===== src/rtl/led_panel_rx.sv =====
// led_panel_rx: receiver for a serial LED-panel row interface.
//   Samples asynchronous panel signals (R1in, Ain, clkin, latin) through
//   2-flop synchronizers, shifts colour bits in on clkin rising edges and
//   accepts a row on a latin rising edge when exactly WIDTH bits arrived.
// Ports:
//   clk, rst_n   - system clock, asynchronous active-low reset
//   R1in, Ain    - panel serial data and row-address bit (async)
//   clkin, latin - panel shift clock and latch strobe (async)
//   clr_err      - synchronous clear of the sticky error flags
//   row_data     - last accepted row, first-shifted bit in MSB
//   row_addr     - Ain captured with row_data
//   row_valid    - one-cycle pulse when row_data/row_addr update
//   frame_done   - one-cycle pulse when both row addresses were accepted
//   err_len      - sticky: latch arrived after fewer than WIDTH shifts
//   err_ovr      - sticky: more than WIDTH shifts arrived before a latch
//   latch_count  - wrapping count of all latin rising edges
module led_panel_rx #(
    parameter int unsigned WIDTH = 32,
    parameter int unsigned CNT_W = 8
) (
    input  logic             clk,
    input  logic             rst_n,
    input  logic             R1in,
    input  logic             Ain,
    input  logic             clkin,
    input  logic             latin,
    input  logic             clr_err,
    output logic [WIDTH-1:0] row_data,
    output logic             row_addr,
    output logic             row_valid,
    output logic             frame_done,
    output logic             err_len,
    output logic             err_ovr,
    output logic [CNT_W-1:0] latch_count
);

    localparam int unsigned BC_W = $clog2(WIDTH + 1);

    typedef enum logic [1:0] {IDLE, SHIFT, FULL} state_e;

    // ---------------- synchronizers and edge detection ----------------
    logic r1_s1_q, r1_s2_q, a_s1_q, a_s2_q;
    logic ck_s1_q, ck_s2_q, ck_s3_q, lt_s1_q, lt_s2_q, lt_s3_q;
    logic r1_s1_d, r1_s2_d, a_s1_d, a_s2_d;
    logic ck_s1_d, ck_s2_d, ck_s3_d, lt_s1_d, lt_s2_d, lt_s3_d;
    logic [1:0] arm_q, arm_d;
    logic       armed, shift_evt, latch_evt;

    always_comb begin
        r1_s1_d = R1in;
        r1_s2_d = r1_s1_q;
        a_s1_d  = Ain;
        a_s2_d  = a_s1_q;
        ck_s1_d = clkin;
        ck_s2_d = ck_s1_q;
        ck_s3_d = ck_s2_q;
        lt_s1_d = latin;
        lt_s2_d = lt_s1_q;
        lt_s3_d = lt_s2_q;
        arm_d   = (arm_q == 2'd3) ? arm_q : arm_q + 2'd1;
    end

    // Edges are ignored until the third cycle after reset release, when the
    // registered copy first holds a real sampled level; a clkin/latin already
    // high at release therefore never looks like a rising edge.
    assign armed     = (arm_q == 2'd3);
    assign shift_evt = armed & ck_s2_q & ~ck_s3_q;
    assign latch_evt = armed & lt_s2_q & ~lt_s3_q;

    always_ff @(posedge clk or negedge rst_n) begin
        if (!rst_n) begin
            r1_s1_q <= 1'b0;
            r1_s2_q <= 1'b0;
            a_s1_q  <= 1'b0;
            a_s2_q  <= 1'b0;
            ck_s1_q <= 1'b0;
            ck_s2_q <= 1'b0;
            ck_s3_q <= 1'b0;
            lt_s1_q <= 1'b0;
            lt_s2_q <= 1'b0;
            lt_s3_q <= 1'b0;
            arm_q   <= 2'd0;
        end else begin
            r1_s1_q <= r1_s1_d;
            r1_s2_q <= r1_s2_d;
            a_s1_q  <= a_s1_d;
            a_s2_q  <= a_s2_d;
            ck_s1_q <= ck_s1_d;
            ck_s2_q <= ck_s2_d;
            ck_s3_q <= ck_s3_d;
            lt_s1_q <= lt_s1_d;
            lt_s2_q <= lt_s2_d;
            lt_s3_q <= lt_s3_d;
            arm_q   <= arm_d;
        end
    end

    // ---------------- shift FSM: state register ----------------
    state_e           state_q, state_d;
    logic [BC_W-1:0]  bit_cnt_q, bit_cnt_d;
    logic             ovr_q, ovr_d;
    logic [WIDTH-1:0] shreg_q, shreg_d;

    always_ff @(posedge clk or negedge rst_n) begin
        if (!rst_n) begin
            state_q   <= IDLE;
            bit_cnt_q <= '0;
            ovr_q     <= 1'b0;
            shreg_q   <= '0;
        end else begin
            state_q   <= state_d;
            bit_cnt_q <= bit_cnt_d;
            ovr_q     <= ovr_d;
            shreg_q   <= shreg_d;
        end
    end

    // ---------------- shift FSM: next state ----------------
    // The shift is applied first; *_ps values are the post-shift view the
    // latch decision in the same cycle is evaluated on.
    state_e           state_ps;
    logic             ovr_ps;
    logic [WIDTH-1:0] shreg_ps;

    always_comb begin
        state_ps  = state_q;
        bit_cnt_d = bit_cnt_q;
        ovr_ps    = ovr_q;
        shreg_ps  = shreg_q;
        if (shift_evt) begin
            shreg_ps = {shreg_q[WIDTH-2:0], r1_s2_q};
            case (state_q)
                IDLE, SHIFT: begin
                    bit_cnt_d = bit_cnt_q + BC_W'(1);
                    state_ps  = (bit_cnt_q == BC_W'(WIDTH - 1)) ? FULL : SHIFT;
                end
                default: ovr_ps = 1'b1;
            endcase
        end
        state_d = state_ps;
        ovr_d   = ovr_ps;
        shreg_d = shreg_ps;
        if (latch_evt) begin
            state_d   = IDLE;
            bit_cnt_d = '0;
            ovr_d     = 1'b0;
        end
    end

    // ---------------- shift FSM: outputs (latch classification) ----------------
    logic accept, len_evt, ovr_evt;

    always_comb begin
        accept  = 1'b0;
        len_evt = 1'b0;
        ovr_evt = 1'b0;
        if (latch_evt) begin
            if (state_ps != FULL) begin
                len_evt = 1'b1;
            end else if (ovr_ps) begin
                ovr_evt = 1'b1;
            end else begin
                accept = 1'b1;
            end
        end
    end

    // ---------------- row outputs, frame tracking, errors ----------------
    logic [WIDTH-1:0] row_data_q, row_data_d;
    logic             row_addr_q, row_addr_d;
    logic             row_valid_q, row_valid_d;
    logic             frame_done_q, frame_done_d;
    logic             err_len_q, err_len_d, err_ovr_q, err_ovr_d;
    logic             seen0_q, seen0_d, seen1_q, seen1_d;
    logic [CNT_W-1:0] latch_count_q, latch_count_d;

    always_comb begin
        row_data_d    = row_data_q;
        row_addr_d    = row_addr_q;
        row_valid_d   = accept;
        frame_done_d  = 1'b0;
        seen0_d       = seen0_q;
        seen1_d       = seen1_q;
        latch_count_d = latch_count_q;
        if (accept) begin
            row_data_d = shreg_ps;
            row_addr_d = a_s2_q;
            if (a_s2_q) begin
                seen1_d = 1'b1;
            end else begin
                seen0_d = 1'b1;
            end
            if (seen0_d && seen1_d) begin
                frame_done_d = 1'b1;
                seen0_d      = 1'b0;
                seen1_d      = 1'b0;
            end
        end
        if (latch_evt) begin
            latch_count_d = latch_count_q + CNT_W'(1);
        end
        // A new error outranks a simultaneous clear.
        err_len_d = len_evt | (err_len_q & ~clr_err);
        err_ovr_d = ovr_evt | (err_ovr_q & ~clr_err);
    end

    always_ff @(posedge clk or negedge rst_n) begin
        if (!rst_n) begin
            row_data_q    <= '0;
            row_addr_q    <= 1'b0;
            row_valid_q   <= 1'b0;
            frame_done_q  <= 1'b0;
            seen0_q       <= 1'b0;
            seen1_q       <= 1'b0;
            err_len_q     <= 1'b0;
            err_ovr_q     <= 1'b0;
            latch_count_q <= '0;
        end else begin
            row_data_q    <= row_data_d;
            row_addr_q    <= row_addr_d;
            row_valid_q   <= row_valid_d;
            frame_done_q  <= frame_done_d;
            seen0_q       <= seen0_d;
            seen1_q       <= seen1_d;
            err_len_q     <= err_len_d;
            err_ovr_q     <= err_ovr_d;
            latch_count_q <= latch_count_d;
        end
    end

    assign row_data    = row_data_q;
    assign row_addr    = row_addr_q;
    assign row_valid   = row_valid_q;
    assign frame_done  = frame_done_q;
    assign err_len     = err_len_q;
    assign err_ovr     = err_ovr_q;
    assign latch_count = latch_count_q;

endmodule


===== config.mk =====
export PLATFORM = sky130hd
export DESIGN_NAME = led_panel_rx
export DESIGN_NICKNAME = d
export VERILOG_FILES = /design/src/rtl/led_panel_rx.sv
export SDC_FILE = /design/constraint.sdc
export NUM_CORES = 1
export LEC_CHECK = 0
export BUFFER_PORTS_ARGS = -buffer_cell sky130_fd_sc_hd__buf_4
export CAP_MARGIN = 30
export CORE_MARGIN = 2
export CORE_UTILIZATION = 57
export CTS_CLUSTER_DIAMETER = 30
export DETAILED_ROUTE_END_ITERATION = 8
export HOLD_SLACK_MARGIN = 0.06
export PLACE_DENSITY = 0.76
export REMOVE_ABC_BUFFERS = 1
export SLEW_MARGIN = 30
export SYNTH_ARGS = -nofsm -noshare
export SYNTH_HDL_FRONTEND = slang
export SYNTH_SLANG_ARGS = --single-unit

===== constraint.sdc =====
create_clock -name clk -period 2.6 [get_ports clk]
set_input_delay 0.65 -clock clk [delete_from_list [all_inputs] [get_ports clk]]
set_output_delay 0.65 -clock clk [all_outputs]
set_load 0.02 [all_outputs]

==> flow_summary.yaml, run 1 <==
run_status:
  status: "completed"
clock_tree:
  tritoncts_clock_tree: "built"
  cts-resized-gates: 0
  htreeDepth: 3
  cts.path.max_buffers: 2
  post-cts-setup-buffers: 0
  cts.root.buffer_cell: "sky130_fd_sc_hd__clkbuf_8"
  clk_slew_on_worst_s_h_paths_ns: 0.09
  cts.sinks: 100
  cts_made_buffers: 9
  post_cts_hold_buffer_count: 0
  clk_latency_ns: 0.36
pwr:
  ir_worst_vdd_v: 0.0003810
  power.density_nw_per_um2: 683.0
  leakagePower_nw: 2.387
worst_setup_path:
  critical_path_depth: 6
  path_cells: "ha_1 > nand3b_4 > and2_1 > o21ai_4 > buf_12 > mux2_2"
  cp_num_buf_inv: 1
  cp_slowest_stage_delay_ns: 0.37
  reg2reg_depth: 6
  ff2ff_setup_slack_ns: 0.45
  worst_path_dominant_cell_family: "simple AND/OR/NAND/NOR gates"
  critical_path.reg2reg.startpoint: "arm_q[0]$_DFFE_PN0P_"
  worstPathMaxFanout: 32
  r2r_end: "row_data[8]$_DFFE_PN0P_"
  timing.critical_path.to_type: "register"
  critPathRequiredTime_ns: 2.85
  crit_path_top_delay_cell: "sky130_fd_sc_hd__dfrtp_1"
  cp_data_arrival_time_ns: 2.40
  worst_setup_path_type: "reg -> reg"
  worstSetupStartpointType: "register"
placed_design:
  place.port_buffers: 51
  detailed_place.area_um2: 4412
  globalplace.congestion: 0.7653
  dpl.hpwl_um: 4055
timing:
  setup_viol: 0
  timing_max_transition_violations_final: 0
  final.setup_skew_ns: 0.006153
  worstMarginPinSlew_ns: 0.6407
  rsz0062_at_grt: "false"
  hold_ws_ns: 0.2976
  final.period_utilization_pct: 82.58
  fin_crit_ns: 2.147
  clock.fmax_ghz: 0.4657
  relSlewSlack_pct: 57.29
  report.final.hold_viol_count: 0
route:
  postRouteWirelength_um: 5959
  route.detailed.vias_per_inst: 5.224
  wire_per_inst_um: 15.16
  remaining_drc_errors: 0
  drtAntennaViolNets: 0
  detailedRoute.firstIterationViolations: 105
  route.vias.total: 2053
  drt_pass1_iterations: 4
global_route:
  vias_in_the_first_global_route: 2175
  grt_first_pass_wirelength_um: 10070
  grt-ovfl-total: 0
  gr-usage-all-layers_pct: 17.41
  antenna_found_initial: 0
  grt_max_degree: 52
die:
  floorplan.rows: 30
  initial_core_util_pct: 58.21
  floorplan.core_area_um2: 6719
  boundaryPins: 52
  fp.dieW_um: 86.84
  design.die.area_um2: 7540
  die_height_um: 86.84
job:
  drv_cap: 0
yosys:
  yosys_register_bits: 100
  synth-async-reset-ratio_pct: 100.0
  synthDistinctLibCells: 34
  synth_largest_area_cell: "sky130_fd_sc_hd__dfrtp_1"
  synth-seq-area-share_pct: 63.98
  synthFlopType: "sky130_fd_sc_hd__dfrtp_1"
  postSynthCellCount: 247
  syn-cell-area_um2: 3911
  synthesis.yosys.warnings: 0
  synthesis.area_per_instance_um2: 15.84
  post_synth_edffs: 0
  synth_top_cell_area_share_pct: 63.98
  yosys-top-cells-area: "sky130_fd_sc_hd__dfrtp_1, sky130_fd_sc_hd__mux2_2, sky130_fd_sc_hd__mux2_4, sky130_fd_sc_hd__xnor2_1, sky130_fd_sc_hd__nor2_1"
final_layout:
  layout.cells.most_common_list: "sky130_fd_sc_hd__dfrtp_1, sky130_fd_sc_hd__buf_4, sky130_fd_sc_hd__mux2_2"
  num_antenna_cells: 0
  fraction_of_final_layout_cells_sized_beyond_drive_strength_1_pct: 46.65
  final_design_area_no_fill_um2: 4596
  multiInputGateArea_um2: 1326
  final-seq-area_um2: 2502
  layout_commonest_cell: "sky130_fd_sc_hd__dfrtp_1"
  syn_to_final_growth_pct: 17.50
  num-fill-cells: 487
  number_of_nets_in_the_final_layout: 318
min_path:
  worstHoldPathType: "in -> async"
==> registers in the layout, summed over array words and instances (netlist names), 2 cells and up <==
register     cells
arm_q            2
bit_cnt_q        6
shreg_q         32
state_q          2
latch_count      8
row_data        32
==> cells in the mapped netlist, drive strengths merged (2+ instances only) <==
library cell / number
dfrtp: 100
nand3b: 2
ha: 3
nand4: 4
a21oi: 2
xor2: 3
o21ai: 2
nand2: 8
nor3: 2
nor2b: 2
nand3: 4
inv: 4
nor2: 12
mux2: 68
nor4: 2
buf: 8
xnor2: 10
==> per-layer routing <==
metal	track usage, %	share of wire, %	vias up
li1	-	-	970
met4	8.523	2.0	0
met1	23.06	47	1033
met2	27.34	47	41
met3	3.810	3.8	9
met5	0	0	-
==> power breakdown <==
part           internal (mW)  switching [mW]  total, mW
Combinational          0.201           0.202      0.403
Sequential              1.72           0.109       1.82
Clock                  0.381           0.531      0.912
==> metrics by stage <==
step	total power [mW]	util, %	setup slack [ns]	instances	TNS [ns]
after floorplan	2.089	-	-0.1297	238	-2.688
after global placement	2.247	65.66	0.4947	377	0
after detailed placement	2.271	65.66	0.4416	377	0
after CTS	3.185	68.40	0.4228	393	0
after global routing	3.294	68.40	0.3294	393	0
final	3.139	68.40	0.4529	393	0
==> how the worst max path moves through the flow <==
stage,from,to,slack [ns]
global placement,arm_q[0]$_DFFE_PN0P_,row_data[7]$_DFFE_PN0P_,0.49
global route,arm_q[0]$_DFFE_PN0P_,row_data[8]$_DFFE_PN0P_,0.33
detailed placement,arm_q[0]$_DFFE_PN0P_,row_data[8]$_DFFE_PN0P_,0.44
floorplan,arm_q[0]$_DFFE_PN0P_,row_data[10]$_DFFE_PN0P_,-0.13
finish,arm_q[0]$_DFFE_PN0P_,row_data[8]$_DFFE_PN0P_,0.45
CTS,arm_q[0]$_DFFE_PN0P_,row_data[8]$_DFFE_PN0P_,0.42
==> cell type report <==
| cell class | instances | area share (%) |
|---|---|---|
| Clock buffer | 10 | 2.995 |
| Sequential cell | 100 | 54.45 |
| Tap cell | 80 | 2.178 |
| Clock inverter | 6 | 1.007 |
| Timing Repair Buffer | 59 | 10.18 |
| Inverter | 4 | 0.3267 |
| Multi-Input combinational cell | 134 | 28.86 |
==> cells by family after synthesis <==
kind of cell | share of synthesized area, %
compound gates | 1.568
xor+xnor | 2.911
fa+ha+maj | 0.9598
buf+inv | 2.111
flops | 63.98
mux | 22.52
simple gates | 5.951
No activity file was read; power rests on OpenSTA's default activity.
==> run 2: changes to the inputs <==
Settings changed: CORE_UTILIZATION 57 to 51, PLACE_DENSITY 0.76 to 0.72.
Clock period 2.6 ns to 1.8 ns, I/O delays scaled along.
==> run 2 against run 1 <==
  * Die area up 11%
  * Sequential power up 45%
  * Global-route usage down 1.1 points
  * Combinational power up 48%
  * Worst setup slack worse by 0.40 ns
  * Fmax up 23%
  * Flip-flop and latch count unchanged
  * Critical path type unchanged
  * Highest routed layer unchanged
==> flow_summary.yaml, run 2 (synthesized netlist as in run 1, its figures left out) <==
worst_setup_path:
  r2r_end: "row_data[8]$_DFFE_PN0P_"
  cp_data_arrival_time_ns: 1.99
  path_cells: "ha_2 > nand4_1 > nor4_4 > o21ai_4 > buf_12 > mux2_2"
  worstPathMaxFanout: 18
  worst_setup_path_type: "reg -> reg"
  worst_path_dominant_cell_family: "flip-flops"
  worstSetupStartpointType: "register"
  cp_num_buf_inv: 1
  timing.critical_path.to_type: "register"
  critical_path.reg2reg.startpoint: "bit_cnt_q[0]$_DFFE_PN0P_"
  crit_path_top_delay_cell: "sky130_fd_sc_hd__dfrtp_1"
  cp_slowest_stage_delay_ns: 0.40
  reg2reg_depth: 6
  ff2ff_setup_slack_ns: 0.05
  critPathRequiredTime_ns: 2.04
final_layout:
  layout_commonest_cell: "sky130_fd_sc_hd__dfrtp_1"
  number_of_nets_in_the_final_layout: 328
  final_design_area_no_fill_um2: 4787
  layout.cells.most_common_list: "sky130_fd_sc_hd__dfrtp_1, sky130_fd_sc_hd__buf_4, sky130_fd_sc_hd__mux2_2"
  fraction_of_final_layout_cells_sized_beyond_drive_strength_1_pct: 49.07
  syn_to_final_growth_pct: 22.39
  stdcell_count: 421
  num_antenna_cells: 0
timing:
  rsz0062_at_grt: "true"
  final.period_utilization_pct: 97.19
  sum_of_negative_setup_slack_ns: 0
  timing_max_transition_violations_final: 0
  final.setup_skew_ns: 0.009816
  setup_viol: 0
  report.final.hold_viol_count: 0
  relSlewSlack_pct: 76.98
  fin_crit_ns: 1.749
  clock.fmax_ghz: 0.5716
  worstMarginPinSlew_ns: 0.3453
die:
  fp.dieW_um: 91.58
  initial_core_util_pct: 53.35
  floorplan.core_area_um2: 7331
  die_height_um: 91.58
  design.die.area_um2: 8386
  floorplan.rows: 31
  boundaryPins: 52
clock_tree:
  cts_made_buffers: 9
  post-cts-setup-buffers: 0
  tritoncts_clock_tree: "built"
  htreeDepth: 3
  clk_slew_on_worst_s_h_paths_ns: 0.09
  clk_latency_ns: 0.36
  cts.sinks: 100
  cts.path.max_buffers: 2
  cts.root.buffer_cell: "sky130_fd_sc_hd__clkbuf_8"
pwr:
  leakagePower_nw: 2.470
  power.density_nw_per_um2: 1021
  ir_worst_vdd_v: 0.0005359
route:
  remaining_drc_errors: 0
  detailedRoute.firstIterationViolations: 67
  route.detailed.vias_per_inst: 5.038
  postRouteWirelength_um: 6201
  drt_pass1_iterations: 4
  drtAntennaViolNets: 0
  route.vias.total: 2121
  wire_per_inst_um: 14.73
placed_design:
  place.port_buffers: 51
  detailed_place.area_um2: 4528
  place_inst: 405
  globalplace.congestion: 0.7947
  dpl.hpwl_um: 4240
job:
  drv_cap: 0
min_path:
  min_delay_path_depth: 1
  holdCritStartpoint: "Ain"
  hold_end: "a_s1_q$_DFF_PN0_"
  worstHoldPathType: "in -> reg"
global_route:
  grt_max_degree: 41
  vias_in_the_first_global_route: 2187
  grt-ovfl-total: 0
  antenna_found_initial: 0
  grt_first_pass_wirelength_um: 10650
  gr-usage-all-layers_pct: 16.30
run_status:
  status: "completed"
run 2: cell count changes in the layout (fill, tap and decap cells not counted), sizes merged:
| cell | delta |
|---|---|
| buf | +9 |
| bufinv | +3 |
| clkbuf | -1 |
| clkinv | -1 |
| clkinvlp | -1 |
| dlygate4sd3 | +1 |
| inv | -1 |
run 2: timing repair:
item | in CTS | in global routing
gates resized for setup | 0 | 5
pin swaps | 0 | 1
hold buffers | 1 | 0
endpoints found under the setup margin | 1 | 35
hold endpoints to repair | 23 | 0
run 2: how the worst max path moves through the flow:
stage / from / endpoint / slack, ns / cells after the start
after CTS: arm_q[0]$_DFFE_PN0P_ / row_data[30]$_DFFE_PN0P_ / -0.0002 / 6
final: bit_cnt_q[0]$_DFFE_PN0P_ / row_data[8]$_DFFE_PN0P_ / 0.05 / 6
after global placement: arm_q[0]$_DFFE_PN0P_ / row_data[24]$_DFFE_PN0P_ / 0.06 / 6
after detailed placement: arm_q[0]$_DFFE_PN0P_ / row_data[30]$_DFFE_PN0P_ / 0.02 / 7
after floorplan: arm_q[0]$_DFFE_PN0P_ / row_data[10]$_DFFE_PN0P_ / -0.93 / 5
after global routing: arm_q[0]$_DFFE_PN0P_ / row_data[17]$_DFFE_PN0P_ / -0.02 / 6
run 2: per-layer routing:
metal | up-vias | routed length, µm | global-route usage [%] | part of all wire (%)
met5 | - | 0 | 0 | 0
met4 | 0 | 113 | 7.576 | 1.8
met3 | 11 | 316 | 3.734 | 5.1
met2 | 54 | 2808 | 23.59 | 45
met1 | 1064 | 2962 | 23.45 | 48
li1 | 992 | - | - | -
run 2: cell type report:
class	instances	area, µm²
multi-input combinational	134	1336
sequential	100	2502
clock inverter	6	111.4
fill	573	2544
tap	99	123.9
clock buffer	9	123.9
timing repair buffer	69	574.3
inverter	4	15.01
run 2: through the flow:
step	setup WS [ns]	total power, mW	utilization (%)	hold WS, ns
3_5_place_dp	0.02461	3.289	61.77	0.3362
2_1_floorplan	-0.9297	3.017	-	0.1544
6_report	0.05061	4.888	65.30	0.1988
5_1_grt	-0.02365	5.149	65.30	0.1734
3_3_place_gp	0.05990	3.261	61.77	0.3334
4_1_cts	-0.0002105	4.946	65.11	0.1790
run 2: report_power, final:
| group | internal [mW] | switching, mW | total [mW] |
|---|---|---|---|
| Sequential | 2.48 | 0.156 | 2.63 |
| Clock | 0.918 | 0.738 | 1.66 |
| Combinational | 0.304 | 0.294 | 0.598 |
==> run 3: changes to the inputs <==
Settings changed: CORE_UTILIZATION 51 to 35, PLACE_DENSITY 0.72 to 0.52.
==> run 3 against run 2 <==
  * First-iteration DRC count down 12%
  * Wire length up 5.4%
  * Critical endpoint unchanged
  * Critical path type unchanged
  * Critical path depth unchanged
  * Via count down 0.24%
==> flow_summary.yaml, run 3 (synthesized netlist as in run 1, its figures left out) <==
die:
  design.die.area_um2: 12040
  die_height_um: 109.7
  floorplan.rows: 38
  boundaryPins: 52
  floorplan.core_area_um2: 10890
  initial_core_util_pct: 35.92
  fp.dieW_um: 109.7
timing:
  final.period_utilization_pct: 98.33
  rsz0062_at_grt: "true"
  worstMarginPinSlew_ns: 0.3029
  clock.fmax_ghz: 0.5650
  relSlewSlack_pct: 79.62
  fin_crit_ns: 1.770
  report.final.hold_viol_count: 0
  timing_max_transition_violations_final: 0
  worst_slack_ns: 0.03007
  sum_of_negative_setup_slack_ns: 0
  setup_viol: 0
  hold_ws_ns: 0.1937
  final.setup_skew_ns: 0.01175
min_path:
  worstHoldPathType: "in -> reg"
final_layout:
  final-seq-area_um2: 2502
  fraction_of_final_layout_cells_sized_beyond_drive_strength_1_pct: 48.76
  number_of_nets_in_the_final_layout: 327
  num-fill-cells: 1020
  num_antenna_cells: 0
  layout.cells.most_common_list: "sky130_fd_sc_hd__dfrtp_1, sky130_fd_sc_hd__buf_4, sky130_fd_sc_hd__mux2_2"
  layout_commonest_cell: "sky130_fd_sc_hd__dfrtp_1"
  multiInputGateArea_um2: 1334
  syn_to_final_growth_pct: 23.38
  post-route-util_pct: 44.32
worst_setup_path:
  cp_slowest_stage_delay_ns: 0.40
  cp_data_arrival_time_ns: 2.01
  timing.critical_path.to_type: "register"
  worstPathMaxFanout: 18
  path_cells: "ha_1 > nand4_1 > nor4_4 > o21ai_4 > buf_12 > mux2_2"
  worst_setup_path_type: "reg -> reg"
  critPathRequiredTime_ns: 2.04
  crit_path_top_delay_cell: "sky130_fd_sc_hd__dfrtp_1"
  worstSetupStartpointType: "register"
job:
  drv_cap: 0
pwr:
  clkPwrFrac_pct: 31.9
  power.share.combinational_pct: 12.7
  internal-power_mw: 3.549
  leakagePower_nw: 2.468
  sequentialPowerShare_pct: 55.4
  power.density_nw_per_um2: 986.1
  power.switching_fraction_pct: 25.42
  ir_worst_vdd_v: 0.0003729
  power.net_switching_mw: 1.210
clock_tree:
  clk_latency_ns: 0.35
  cts_made_buffers: 9
  tritoncts_clock_tree: "built"
  htreeDepth: 3
  cts.sinks: 100
  cts.path.max_buffers: 2
  post-cts-setup-buffers: 0
  clk_slew_on_worst_s_h_paths_ns: 0.10
  cts.root.buffer_cell: "sky130_fd_sc_hd__clkbuf_8"
route:
  route.vias.total: 2116
  remaining_drc_errors: 0
  route.detailed.vias_per_inst: 4.580
  drtAntennaViolNets: 0
  detailedRoute.firstIterationViolations: 59
  drt_pass1_iterations: 4
  postRouteWirelength_um: 6534
  wire_per_inst_um: 14.14
placed_design:
  globalplace.congestion: 0.7031
  place.port_buffers: 51
  dpl.hpwl_um: 4360
  preCtsSetupSlack_ns: 0.02552
global_route:
  grt_max_degree: 38
  grt-ovfl-total: 0
  antenna_found_initial: 0
  vias_in_the_first_global_route: 2242
  grt_first_pass_wirelength_um: 11210
  gr-usage-all-layers_pct: 12.19
run_status:
  status: "completed"
[run 3: timing repair]
action	CTS	global route
endpoints found under the hold margin	16	0
setup endpoints to repair	4	36
resized for setup	1	3
hold buffers	1	0
[run 3: critical path, delay by kind of cell (launching register included)]
kind,cells,cell delay [ns]
flip-flops,1,0.40
adder cells (fa/ha/maj),1,0.20
AO/OA/AOI/OAI,1,0.26
multiplexers,1,0.34
buffers and inverters,1,0.22
AND/OR/NAND/NOR,2,0.24
[run 3: per-stage QoR]
step                      power (mW)  cell area, µm²  std cells
final                          4.759            4826        462
after global routing           5.038            4826        462
after CTS                      4.843            4817        462
after detailed placement       3.296            4584        445
after global placement         3.278            4584        445
after floorplan                3.017            3844        238
[run 3: metal layers]
metal	wire (µm)	GRT usage, %
met1	3143	17.47
met3	308	2.786
met4	114	4.882
met5	0	0
met2	2968	17.90
[run 3: cell type report]
cell class / instances / share of cell area (%)
flip-flops and latches: 100 / 51.85
multi-input cells: 134 / 27.64
repair buffers: 68 / 12.00
well taps: 140 / 3.630
clock buffers: 12 / 3.422
clock inverters: 4 / 1.141
inverters: 4 / 0.3111
[run 3: power by group through the flow]
stage | clock network (mW) | logic, mW | registers (mW)
6_report | 1.52 | 0.604 | 2.64
5_1_grt | 1.68 | 0.677 | 2.68
4_1_cts | 1.59 | 0.617 | 2.64
3_5_place_dp | 0 | 0.613 | 2.68
3_3_place_gp | 0 | 0.599 | 2.68
2_1_floorplan | 0 | 0.303 | 2.71
[run 3: final timing paths]
kind,start,end,slack (ns),cells past startpoint
setup / recovery,bit_cnt_q[1]$_DFFE_PN0P_,row_data[8]$_DFFE_PN0P_,0.03,6
hold / removal,latin,lt_s1_q$_DFF_PN0_,0.19,1
setup reg to reg,bit_cnt_q[1]$_DFFE_PN0P_,row_data[8]$_DFFE_PN0P_,0.03,6
hold reg to reg,a_s1_q$_DFF_PN0_,a_s2_q$_DFF_PN0_,0.36,0
max in group asynchronous,rst_n,shreg_q[6]$_DFF_PN0_,0.74,3
min in group asynchronous,rst_n,lt_s3_q$_DFF_PN0_,0.51,2
